$ cat src/rtl/decoder_pkg.sv
// Shared definitions for the sequenced one-hot decoder.
// Holds the sweep-controller state type used by decoder_seq_n.
package decoder_pkg;

  typedef enum logic [1:0] {
    IDLE  = 2'd0,
    SWEEP = 2'd1,
    DONE  = 2'd2
  } state_t;

endpackage

$ cat src/rtl/decoder_seq_n_decoder.sv
// Decoder_N: combinational binary-to-one-hot decoder.
// Ports:
//   code : N-bit binary input
//   o    : 2**N-bit one-hot output, bit[code] set
module Decoder_N #(
  parameter int N = 4
) (
  input  logic [N-1:0]    code,
  output logic [2**N-1:0] o
);

  always_comb begin
    o       = '0;
    o[code] = 1'b1;
  end

endmodule

$ cat src/rtl/decoder_seq_n.sv
// decoder_seq_n: one-hot decoder with a single-entry valid/ready output
// stage and an automatic sweep mode that emits every code 0..M-1 once.
// Ports:
//   clk, rst            : clock, synchronous active-high reset
//   in_valid/in_ready   : input handshake for code
//   code                : N-bit binary code
//   sweep_start         : request a sweep (honoured in IDLE only)
//   out_valid/out_ready : output handshake for o
//   o                   : M-bit one-hot decode
//   sweep_busy          : high while sweeping
//   sweep_done          : one-cycle pulse after the last sweep code is loaded
module decoder_seq_n
  import decoder_pkg::*;
#(
  parameter int N     = 4,
  parameter bit PULSE = 1'b0
) (
  input  logic            clk,
  input  logic            rst,
  input  logic            in_valid,
  output logic            in_ready,
  input  logic [N-1:0]    code,
  input  logic            sweep_start,
  output logic            out_valid,
  input  logic            out_ready,
  output logic [2**N-1:0] o,
  output logic            sweep_busy,
  output logic            sweep_done
);

  localparam int M = 2**N;
  localparam logic [N-1:0] LAST = '1;

  state_t         state, state_nxt;
  logic [N-1:0]   cnt, cnt_nxt;
  logic [N-1:0]   dec_code;
  logic [M-1:0]   oh, o_q;
  logic           room, sweep_ld, load;

  // Output stage can take a new entry when empty or draining this cycle.
  assign room     = !out_valid || out_ready;
  // Sweep request wins over a simultaneous code; nothing is accepted in reset.
  assign in_ready = (state == IDLE) && !sweep_start && room && !rst;
  assign sweep_ld = (state == SWEEP) && room;
  assign load     = (in_valid && in_ready) || sweep_ld;
  assign dec_code = (state == SWEEP) ? cnt : code;

  Decoder_N #(.N(N)) u_dec (
    .code (dec_code),
    .o    (oh)
  );

  always_comb begin
    state_nxt = state;
    cnt_nxt   = cnt;
    case (state)
      IDLE: begin
        if (sweep_start) begin
          state_nxt = SWEEP;
          cnt_nxt   = '0;
        end
      end
      SWEEP: begin
        if (sweep_ld) begin
          // Leave after the last code so the counter never starts a second pass.
          if (cnt == LAST) begin
            state_nxt = DONE;
            cnt_nxt   = '0;
          end else begin
            cnt_nxt   = cnt + 1'b1;
          end
        end
      end
      DONE:    state_nxt = IDLE;
      default: state_nxt = IDLE;
    endcase
  end

  always_ff @(posedge clk) begin
    if (rst) begin
      state     <= IDLE;
      cnt       <= '0;
      out_valid <= 1'b0;
      o_q       <= '0;
    end else begin
      state <= state_nxt;
      cnt   <= cnt_nxt;
      if (load) begin
        out_valid <= 1'b1;
        o_q       <= oh;
      end else if (out_ready) begin
        out_valid <= 1'b0;
      end
    end
  end

  assign sweep_busy = (state == SWEEP);
  assign sweep_done = (state == DONE);
  assign o          = (PULSE && !out_valid) ? '0 : o_q;

endmodule

$ cat config.mk
export PLATFORM = sky130hd
export DESIGN_NAME = decoder_seq_n
export DESIGN_NICKNAME = d
export VERILOG_FILES = /design/src/rtl/decoder_pkg.sv /design/src/rtl/decoder_seq_n_decoder.sv /design/src/rtl/decoder_seq_n.sv
export SDC_FILE = /design/constraint.sdc
export NUM_CORES = 1
export LEC_CHECK = 0
export ABC_AREA = 1
export CORE_MARGIN = 10
export CORE_UTILIZATION = 48
export CTS_CLUSTER_DIAMETER = 120
export CTS_CLUSTER_SIZE = 12
export DETAILED_ROUTE_END_ITERATION = 10
export PLACE_DENSITY = 0.78
export SYNTH_ARGS = -nofsm -noshare
export SYNTH_HDL_FRONTEND = slang
export SYNTH_SLANG_ARGS = --single-unit
$ cat constraint.sdc
create_clock -name clk -period 3.4 [get_ports clk]
set_clock_uncertainty 0.15 [all_clocks]
set_input_delay 0.34 -clock clk [delete_from_list [all_inputs] [get_ports clk]]
set_output_delay 0.34 -clock clk [all_outputs]
set_load 0.01 [all_outputs]
Word level (Yosys, flattened, before mapping) --
Cells that the tools add are included.
Storage, ports and cells: register bits after elaboration 23, output and inout port bits 20
Operators by class: muxes and demuxes 13, add/subtract/negate cells 1, reduce and logical (&&, ||, !) cells 16, magnitude comparators 2, equal/unequal tests 6
Operators with widths (count):
- two-way mux 4 bit | 4
- case mux 4 bit (2 select lines) | 1
- logical AND 1 bit | 6
- two-way mux 2 bit | 3
- AND reduction 3 bit | 2
- < comparator 4 x 5 -> 1 bit, second input constant | 1
- adder 4 x 1 -> 4 bit, second input constant | 1
- demux 1 bit (select 4 bit) | 1
- == test 4 bit, second input constant | 1
- greater-or-equal comparator 4 x 1 -> 1 bit, second input constant | 1
- != test 2 x 1 -> 1 bit, second input constant | 2
- case mux 2 bit (2 select lines) | 1
- nonzero test 2 bit | 2
- logical NOT 1 bit | 3
- two-way mux 1 bit | 3
- == test 2 x 1 -> 1 bit, second input constant | 1
- == test 2 bit, second input constant | 1
- logical NOT 2 bit | 1
- logical OR 1 bit | 2
- != test 2 bit, second input constant | 1

Logic depth before layout (Yosys ltp) --
Gate-level depths: netlist of run 1.
depth in word-level cells 7, gate-level depth with buffers 10, gate-level depth less buffers 8

Cells and area by module --
From an unflattened synthesis of run 1, not the netlist that was laid out.
Unflattened totals: cells, all modules 198, area, all modules 1247.4 um^2
Modules (own cells, without submodules):
- decoder_seq_n | cells an instance 170, sequential area each 460.4 um^2, times used 1, area an instance 1142.3 um^2
- Decoder_N | cells an instance 28, sequential area each 0.0 um^2, times used 1, area an instance 105.1 um^2

Least setup slack after synthesis of run 1 --
Ideal clock, no wire load.
kind reg2reg, from register state[0], to register o_q[10] (netlist: o[10]), arrival 1.299 ns, buffers on the path 3, setup time 0.111 ns, cell stages (with the launch flop) 10, clock period less this slack 1.561 ns, path slack 1.839 ns, data required time 3.139 ns, cells stage by stage dfxtp_1 -> buf_6 -> inv_6 -> nor2_4 -> nand2_4 -> and2_4 -> buf_6 -> buf_6 -> nor2_1 -> nor2_1
On the way: cells in the longest elaborated chain, start to end 6
RTL lines:
- start: declaration | line decoder_seq_n.sv:34 | state_t state, state_nxt;
- start signal: assignment | line decoder_seq_n.sv:86 | state <= state_nxt;
- == test 2 x 1 -> 1 bit (*)
- named net sweep_busy | line decoder_seq_n.sv:27 | output logic sweep_busy,
- two-way mux 4 bit | line decoder_seq_n.sv:46 | assign dec_code = (state == SWEEP) ? cnt : code;
- < comparator 4 x 5 -> 1 bit (not written as such) / greater-or-equal comparator 4 x 1 -> 1 bit (equally long branches) | line decoder_seq_n_decoder.sv:14 | o[code] = 1'b1;
- logical AND 1 bit (not written as such) | line decoder_seq_n_decoder.sv:14
- two-way mux 1 bit (not written as such) | line decoder_seq_n_decoder.sv:14
- demux 1 bit (select 4 bit)
- end signal: assignment | line decoder_seq_n.sv:90 | o_q <= oh;
- end: declaration | line decoder_seq_n.sv:37 | logic [M-1:0] oh, o_q;
The timed path passes the listed nets; every way through them passes the cells marked *. A chain may end at the register's enable or synchronous reset.

Final worst setup path of run 1 --
from register state[0], to output in_ready
On the way: cells in the longest elaborated chain, start to end 4
RTL lines:
- logical NOT 2 bit | line decoder_seq_n.sv:43 | assign in_ready = (state == IDLE) && !sweep_start && room && !rst;
- logical AND 1 bit (3 in a row) | line decoder_seq_n.sv:43
- end: declaration | line decoder_seq_n.sv:21 | output logic in_ready,
No other way between the ends.

==> results by group, run 1 <==
Routing
  – Routed via count: 1280
  – Drt first-iter violations: 62
  – Final ANT Viol Nets: 0
  – DRC: 0
  – Detailed Routing Iterations Pass 1: 4
  – WL/cell: 11.9 um
  – Vias per std cell: approximately 5
  – Routed WL: 3.04 mm

STA
  – Minimum clock period: 2.35 ns
  – Final Cycle Share: 0.690
  – Slew headroom: 0.659
  – Final hold slack: 0.375 ns
  – Max Freq: ~430 MHz
  – Final worst slack: 1.05 ns
  – Setup TNS: 0 ns
  – Max Transition Viols Final: 0
  – RSZ-0062 raised after global routing: false
  – Slew @ Worst Pin: about 0.51 ns
  – Finish-stage setup viols: 0
  – Final Hold Fails: 0

GRT
  – Largest net degree at the start of global routing: 20
  – First-pass GRT wire length: around 5.3 mm
  – Total track usage: 0.120
  – Antenna violations before repair: 0
  – Overflow after GRT: 0
  – Number of global-route vias before repair: 1165

Power
  – PwrDens: 438 nW/um^2
  – Leak: 0.744 nW
  – Tot Pwr: between 700 and 800 uW
  – Worst IR Drop VDD: roughly 0.00027 V

Cells and area
  – Layout area overhead: 22.6%
  – Fin cells: 255
  – Multi-input logic area: 747 sq um
  – Final net count: 236
  – Design Area, Final: 1620 sq um
  – Reg area: 460 sq um
  – Antenna cells: 0
  – Fraction of layout cells with a size suffix above 1: 0.0756
  – # fillers: 248
  – Final Util: 0.637

Floorplan
  – Chip width: 72.5 um
  – Core ar.: 2540 sq um
  – Die area: roughly 5300 sq um
  – Die height: between 70 and 80 um
  – Placement Rows: 18
  – Initial Util: 0.519
  – I/O Pins: 29

Synthesis
  – Syn nets: 209
  – Syn_area_per_cell: 6.64 sq um
  – Synthesized area: 1320 sq um
  – Mapped Cells: 199
  – Synth area leaders: dfxtp_1 35%, nand2_1 15%, nor2_1 14%
  – Yosys top cell area share: 0.348
  – Distinct cells, synth: 22
  – #FFs+latches synth: 23
  – Cell accounting for the most synthesized area: dfxtp_1
  – Post-synthesis sequential area ratio: 0.348
  – Number of synthesis warnings: 0

Clock tree
  – CTS tree: built
  – Hold buffers post-CTS: 0
  – Clock Sinks: 23
  – CTS resizes: 0
  – Clock latency at the later pin of the worst-skew pair: 0.32 ns
  – Cts bufs inserted: 3
  – Clock transition at the registers of the reported paths: 0.13 ns
  – Root Buffer Master: clkbuf_4
  – Setup bufs post-CTS: 0
  – H-tree levels: 1
  – Deepest clock path buffer count: 2

Setup path
  – Crit path max fanout: 8
  – CP max-delay cell: clkdlybuf4s50_1
  – Worst EP required: 2.91 ns
  – Crit path kind: flop to output port
  – Worst Path Arrival: 1.86 ns
  – CP peak stage delay: around 0.57 ns
  – Top delay family on crit path: buffers and inverters
  – Setup crit start kind: flop
  – CP Capture Type: output port
  – Worst path bufs/invs: 3
  – Critical Path, Cell by Cell: inv_6, nand2_4, nor2_4, inv_1, nor3_1, clkdlybuf4s50_1

Placement
  – Hpwl dp: roughly 2.4 mm
  – Placed insts: 251
  – Placer Congestion: 0.898
  – Placed inst area: 1590 sq um
  – I/O Buffers: 28
  – DP Worst Slack: 1.18 ns

Run
  – Max cap viols: 0

Min path
  – Worst Hold Class: flop to flop

Status
  – Status: finished, final reports clean
[layout make-up]
| cell class | instances | area share |
|---|---|---|
| multi-input combinational | 154 | 0.461 |
| sequential | 23 | 0.284 |
| timing repair buffer | 28 | 0.173 |
| inverter | 16 | 0.0417 |
| tap | 30 | 0.0232 |
| clock buffer | 3 | 0.0139 |
| clock inverter | 1 | 0.00309 |
[synthesized netlist by cell type (all sizes together)]
cell type and number:
a21oi 4, and2 1, buf 4, clkbuf 2, clkinv 1, dfxtp 23, ha 1, inv 15
nand2 56, nand3 13, nand3b 17, nor2 58, nor3 1, o21bai 1, xor2 2
[logic make-up (layout without fill, tap and decap cells)]
logic type                 Yosys count  count (layout)  synth area share
AOI/OAI and AO/OA                    5               5            0.0208
adders and majority gates            1               1           0.00947
DFF                                 23              23             0.348
and+or+nand+nor                    146             146             0.522
xor gates and xnor gates             2               2            0.0133
buffers and inverters               22              48            0.0862
[placed cells by master, fill, tap and decap left out]
master / netlist / final
dfxtp_1: 23 / 23
clkbuf_4: 0 / 3
nor2_4: 2 / 2
ha_1: 1 / 1
and2_4: 1 / 1
nor3_1: 1 / 1
nand3b_1: 17 / 17
clkinv_1: 1 / 1
nor2_2: 5 / 5
o21bai_1: 1 / 1
nand2_4: 2 / 2
nand3_4: 1 / 1
inv_6: 1 / 1
inv_1: 13 / 13
clkinv_2: 0 / 1
nand3_1: 12 / 12
inv_4: 1 / 1
a21oi_1: 4 / 4
nand2_1: 54 / 54
clkdlybuf4s50_1: 0 / 28
xor2_1: 2 / 2
nor2_1: 51 / 51
[registers in the layout, summed over array words and instances (netlist names)]
name,cells
o,16
cnt,4
state,2
out_valid,1
[layer usage]
metal	global-route usage	routed length, um
met4	0.0527	74
met2	0.207	1490
met1	0.128	1220
met3	0.0449	252
met5	0	0
[where the power goes]
group	internal, mW	switching [mW]	total, mW	leakage [nW]
Clock	0.0441	0.0852	0.129	0.0177
Sequential	0.300	0.0188	0.319	0.189
Combinational	0.120	0.143	0.262	0.538
Total	0.464	0.247	0.710	0.744
[worst min-delay path: stages (launching register included)]
cell and delay [ns]:
dfxtp_1 0.36, nand2_1 0.07, a21oi_1 0.06
[worst paths after layout]
check	slack (ns)	depth (start not counted)	start	end
worst min register to register	0.37	2	cnt[3]	cnt[3]
worst min-delay path	0.37	2	cnt[3]	cnt[3]
worst max register to register	1.65	6	state[0]	o[1]
worst max-delay path	1.05	6	state[0]	in_ready
Power figures use the tool's default switching activity.
==> run 2: changes to the inputs <==
==> constraint.sdc (replaced) <==
create_clock -name clk -period 2.4 [get_ports clk]
set_clock_uncertainty 0.15 [all_clocks]
set_input_delay 0.24 -clock clk [delete_from_list [all_inputs] [get_ports clk]]
set_output_delay 0.24 -clock clk [all_outputs]
set_load 0.01 [all_outputs]
==> run 2 against run 1 <==
Compared with the run above: non-clock buffer count is the same; core utilization unchanged; critical path depth unchanged; hold slack got worse by 0.0011 ns; clock-buffer cell count stayed put; critical path type unchanged; wire length decreased by 1.0%; register-to-register slack got worse by 0.99 ns; design area is the same; die area unchanged; flip-flop and latch count stayed put; sequential share of layout area is the same; setup slack worse by 0.88 ns.
==> results by group, run 2 (synthesis gave the netlist of run 1 again) <==
Status
  – Status: finished, final reports clean

STA
  – Max Transition Viols Final: 0 (unchanged)
  – Final Cycle Share: 0.927
  – Slew @ Worst Pin: 0.532 ns (+0.0246 ns)
  – Max Freq: roughly 450 MHz
  – Finish-stage setup viols: 0 (unchanged)
  – Slew headroom: 0.643 (-0.0165)
  – Final Hold Fails: 0 (unchanged)
  – Setup TNS: 0 ns (unchanged)
  – RSZ-0062 raised after global routing: false
  – Minimum clock period: 2.23 ns
  – Final worst slack: 0.175 ns (-0.879 ns)

Floorplan
  – I/O Pins: 29 (unchanged)
  – Initial Util: 0.519 (unchanged)
  – Die height: 72.5 um (unchanged)
  – Placement Rows: 18 (unchanged)
  – Die area: 5250 sq um (unchanged)
  – Chip width: 72.5 um (unchanged)
  – Core ar.: 2540 sq um (unchanged)

GRT
  – Antenna violations before repair: 0 (unchanged)
  – First-pass GRT wire length: 5.28 mm (+0.13%)
  – Number of global-route vias before repair: 1182 (+1.5%)
  – Overflow after GRT: 0 (unchanged)
  – Largest net degree at the start of global routing: 20 (unchanged)
  – Total track usage: 0.119 (-0.000829)

Clock tree
  – Hold buffers post-CTS: 0 (unchanged)
  – Deepest clock path buffer count: 2 (unchanged)
  – Clock transition at the registers of the reported paths: 0.13 ns (about the same)
  – Clock Sinks: 23 (unchanged)
  – Cts bufs inserted: 3 (unchanged)
  – Root Buffer Master: clkbuf_4
  – H-tree levels: 1 (unchanged)
  – Setup bufs post-CTS: 0 (unchanged)
  – Clock latency at the later pin of the worst-skew pair: 0.32 ns (about the same)
  – CTS tree: built
  – CTS resizes: 0 (unchanged)

Power
  – PwrDens: 622 nW/um^2 (+42%)
  – Worst IR Drop VDD: 0.000462 V (+73%)
  – Leak: 0.744 nW (unchanged)

Cells and area
  – Multi-input logic area: 747 sq um (unchanged)
  – # fillers: 249 (+0.40%)
  – Reg area: 460 sq um (unchanged)
  – Design Area, Final: 1620 sq um (unchanged)
  – Final Util: 0.637 (unchanged)
  – Layout area overhead: 22.6% (unchanged)
  – Antenna cells: 0 (unchanged)
  – Fin cells: 255 (unchanged)
  – Most common cell after layout, fill and taps aside: nand2_1
  – Fraction of layout cells with a size suffix above 1: 0.0756 (unchanged)
  – Max reg flops: 16 (unchanged)
  – Commonest non-fill, non-tap cells in the layout: 54 x nand2_1, 51 x nor2_1, 28 x clkdlybuf4s50_1
  – Final net count: 236 (unchanged)

Routing
  – Routed WL: 3.01 mm (-1.0%)
  – WL/cell: 11.8 um (-1.0%)
  – Vias per std cell: 4.94 (-1.6%)
  – Detailed Routing Iterations Pass 1: 4 (unchanged)
  – Routed via count: 1260 (-1.6%)
  – Final ANT Viol Nets: 0 (unchanged)
  – DRC: 0 (unchanged)
  – Drt first-iter violations: 54 (-13%)

Setup path
  – Worst path bufs/invs: 3 (unchanged)
  – CP peak stage delay: 0.57 ns (about the same)
  – CP Capture Type: output port
  – Worst Path Arrival: 1.84 ns (-0.02 ns)
  – Critical Path, Cell by Cell: inv_6, nand2_4, nor2_4, inv_1, nor3_1, clkdlybuf4s50_1
  – Crit path max fanout: 8 (unchanged)
  – CP max-delay cell: clkdlybuf4s50_1
  – Worst EP required: 2.01 ns (-0.90 ns)
  – Crit path kind: flop to output port
  – Setup crit start kind: flop
  – Top delay family on crit path: buffers and inverters

Placement
  – Placer Congestion: 0.924 (+2.9%)
  – I/O Buffers: 28 (unchanged)
  – Placed inst area: 1590 sq um (unchanged)
  – Placed insts: 251 (unchanged)
  – DP Worst Slack: 0.382 ns (-0.794 ns)
  – Hpwl dp: 2.36 mm (-0.83%)

Run
  – Max cap viols: 0 (unchanged)

Min path
  – Worst Hold Class: flop to flop
run 2: cell counts in the layout (fill, tap and decap cells not counted):
Identical to the previous run, type by type.
run 2: worst paths after layout:
kind / depth (start not counted) / start / endpoint / slack, ns
max: 6 / state[0] / in_ready / 0.17
min: 2 / cnt[3] / cnt[3] / 0.37
max reg2reg: 6 / state[0] / o[1] / 0.66
min reg2reg: 2 / cnt[3] / cnt[3] / 0.37
run 2: routing by layer:
layer / up-vias / GRT usage / share of wire / wire (um)
li1: 669 / - / - / -
met1: 562 / 0.126 / 0.42 / 1250
met2: 23 / 0.212 / 0.51 / 1520
met3: 6 / 0.0422 / 0.064 / 193
met4: 0 / 0.0464 / 0.013 / 39
met5: - / 0 / 0 / 0
run 2: stage by stage:
stage / total power, mW / hold slack [ns]
final: 1.01 / 0.374
after global routing: 1.09 / 0.425
after CTS: 1.02 / 0.382
after detailed placement: 0.834 / 0.362
after global placement: 0.824 / 0.344
after floorplan: 0.708 / 0.159
run 2: area by class of cell:
type / instances / area share
Multi-Input combinational cell: 154 / 0.461
Sequential cell: 23 / 0.284
Timing Repair Buffer: 28 / 0.173
Inverter: 16 / 0.0417
Tap cell: 30 / 0.0232
Clock buffer: 3 / 0.0139
Clock inverter: 1 / 0.00309
run 2: where the power goes:
group / switching (mW) / leakage (nW) / total [mW] / internal (mW)
Combinational: 0.201 / 0.538 / 0.371 / 0.170
Clock: 0.122 / 0.0177 / 0.185 / 0.0624
Sequential: 0.0269 / 0.189 / 0.452 / 0.425
run 2: worst reg2reg max path, stage by stage, from the launching register on:
cell     delay, ns
dfxtp_1       0.55
inv_6         0.07
nor2_4        0.24
nand2_4       0.18
and2_4        0.27
nor2_1        0.14
nor2_1        0.05
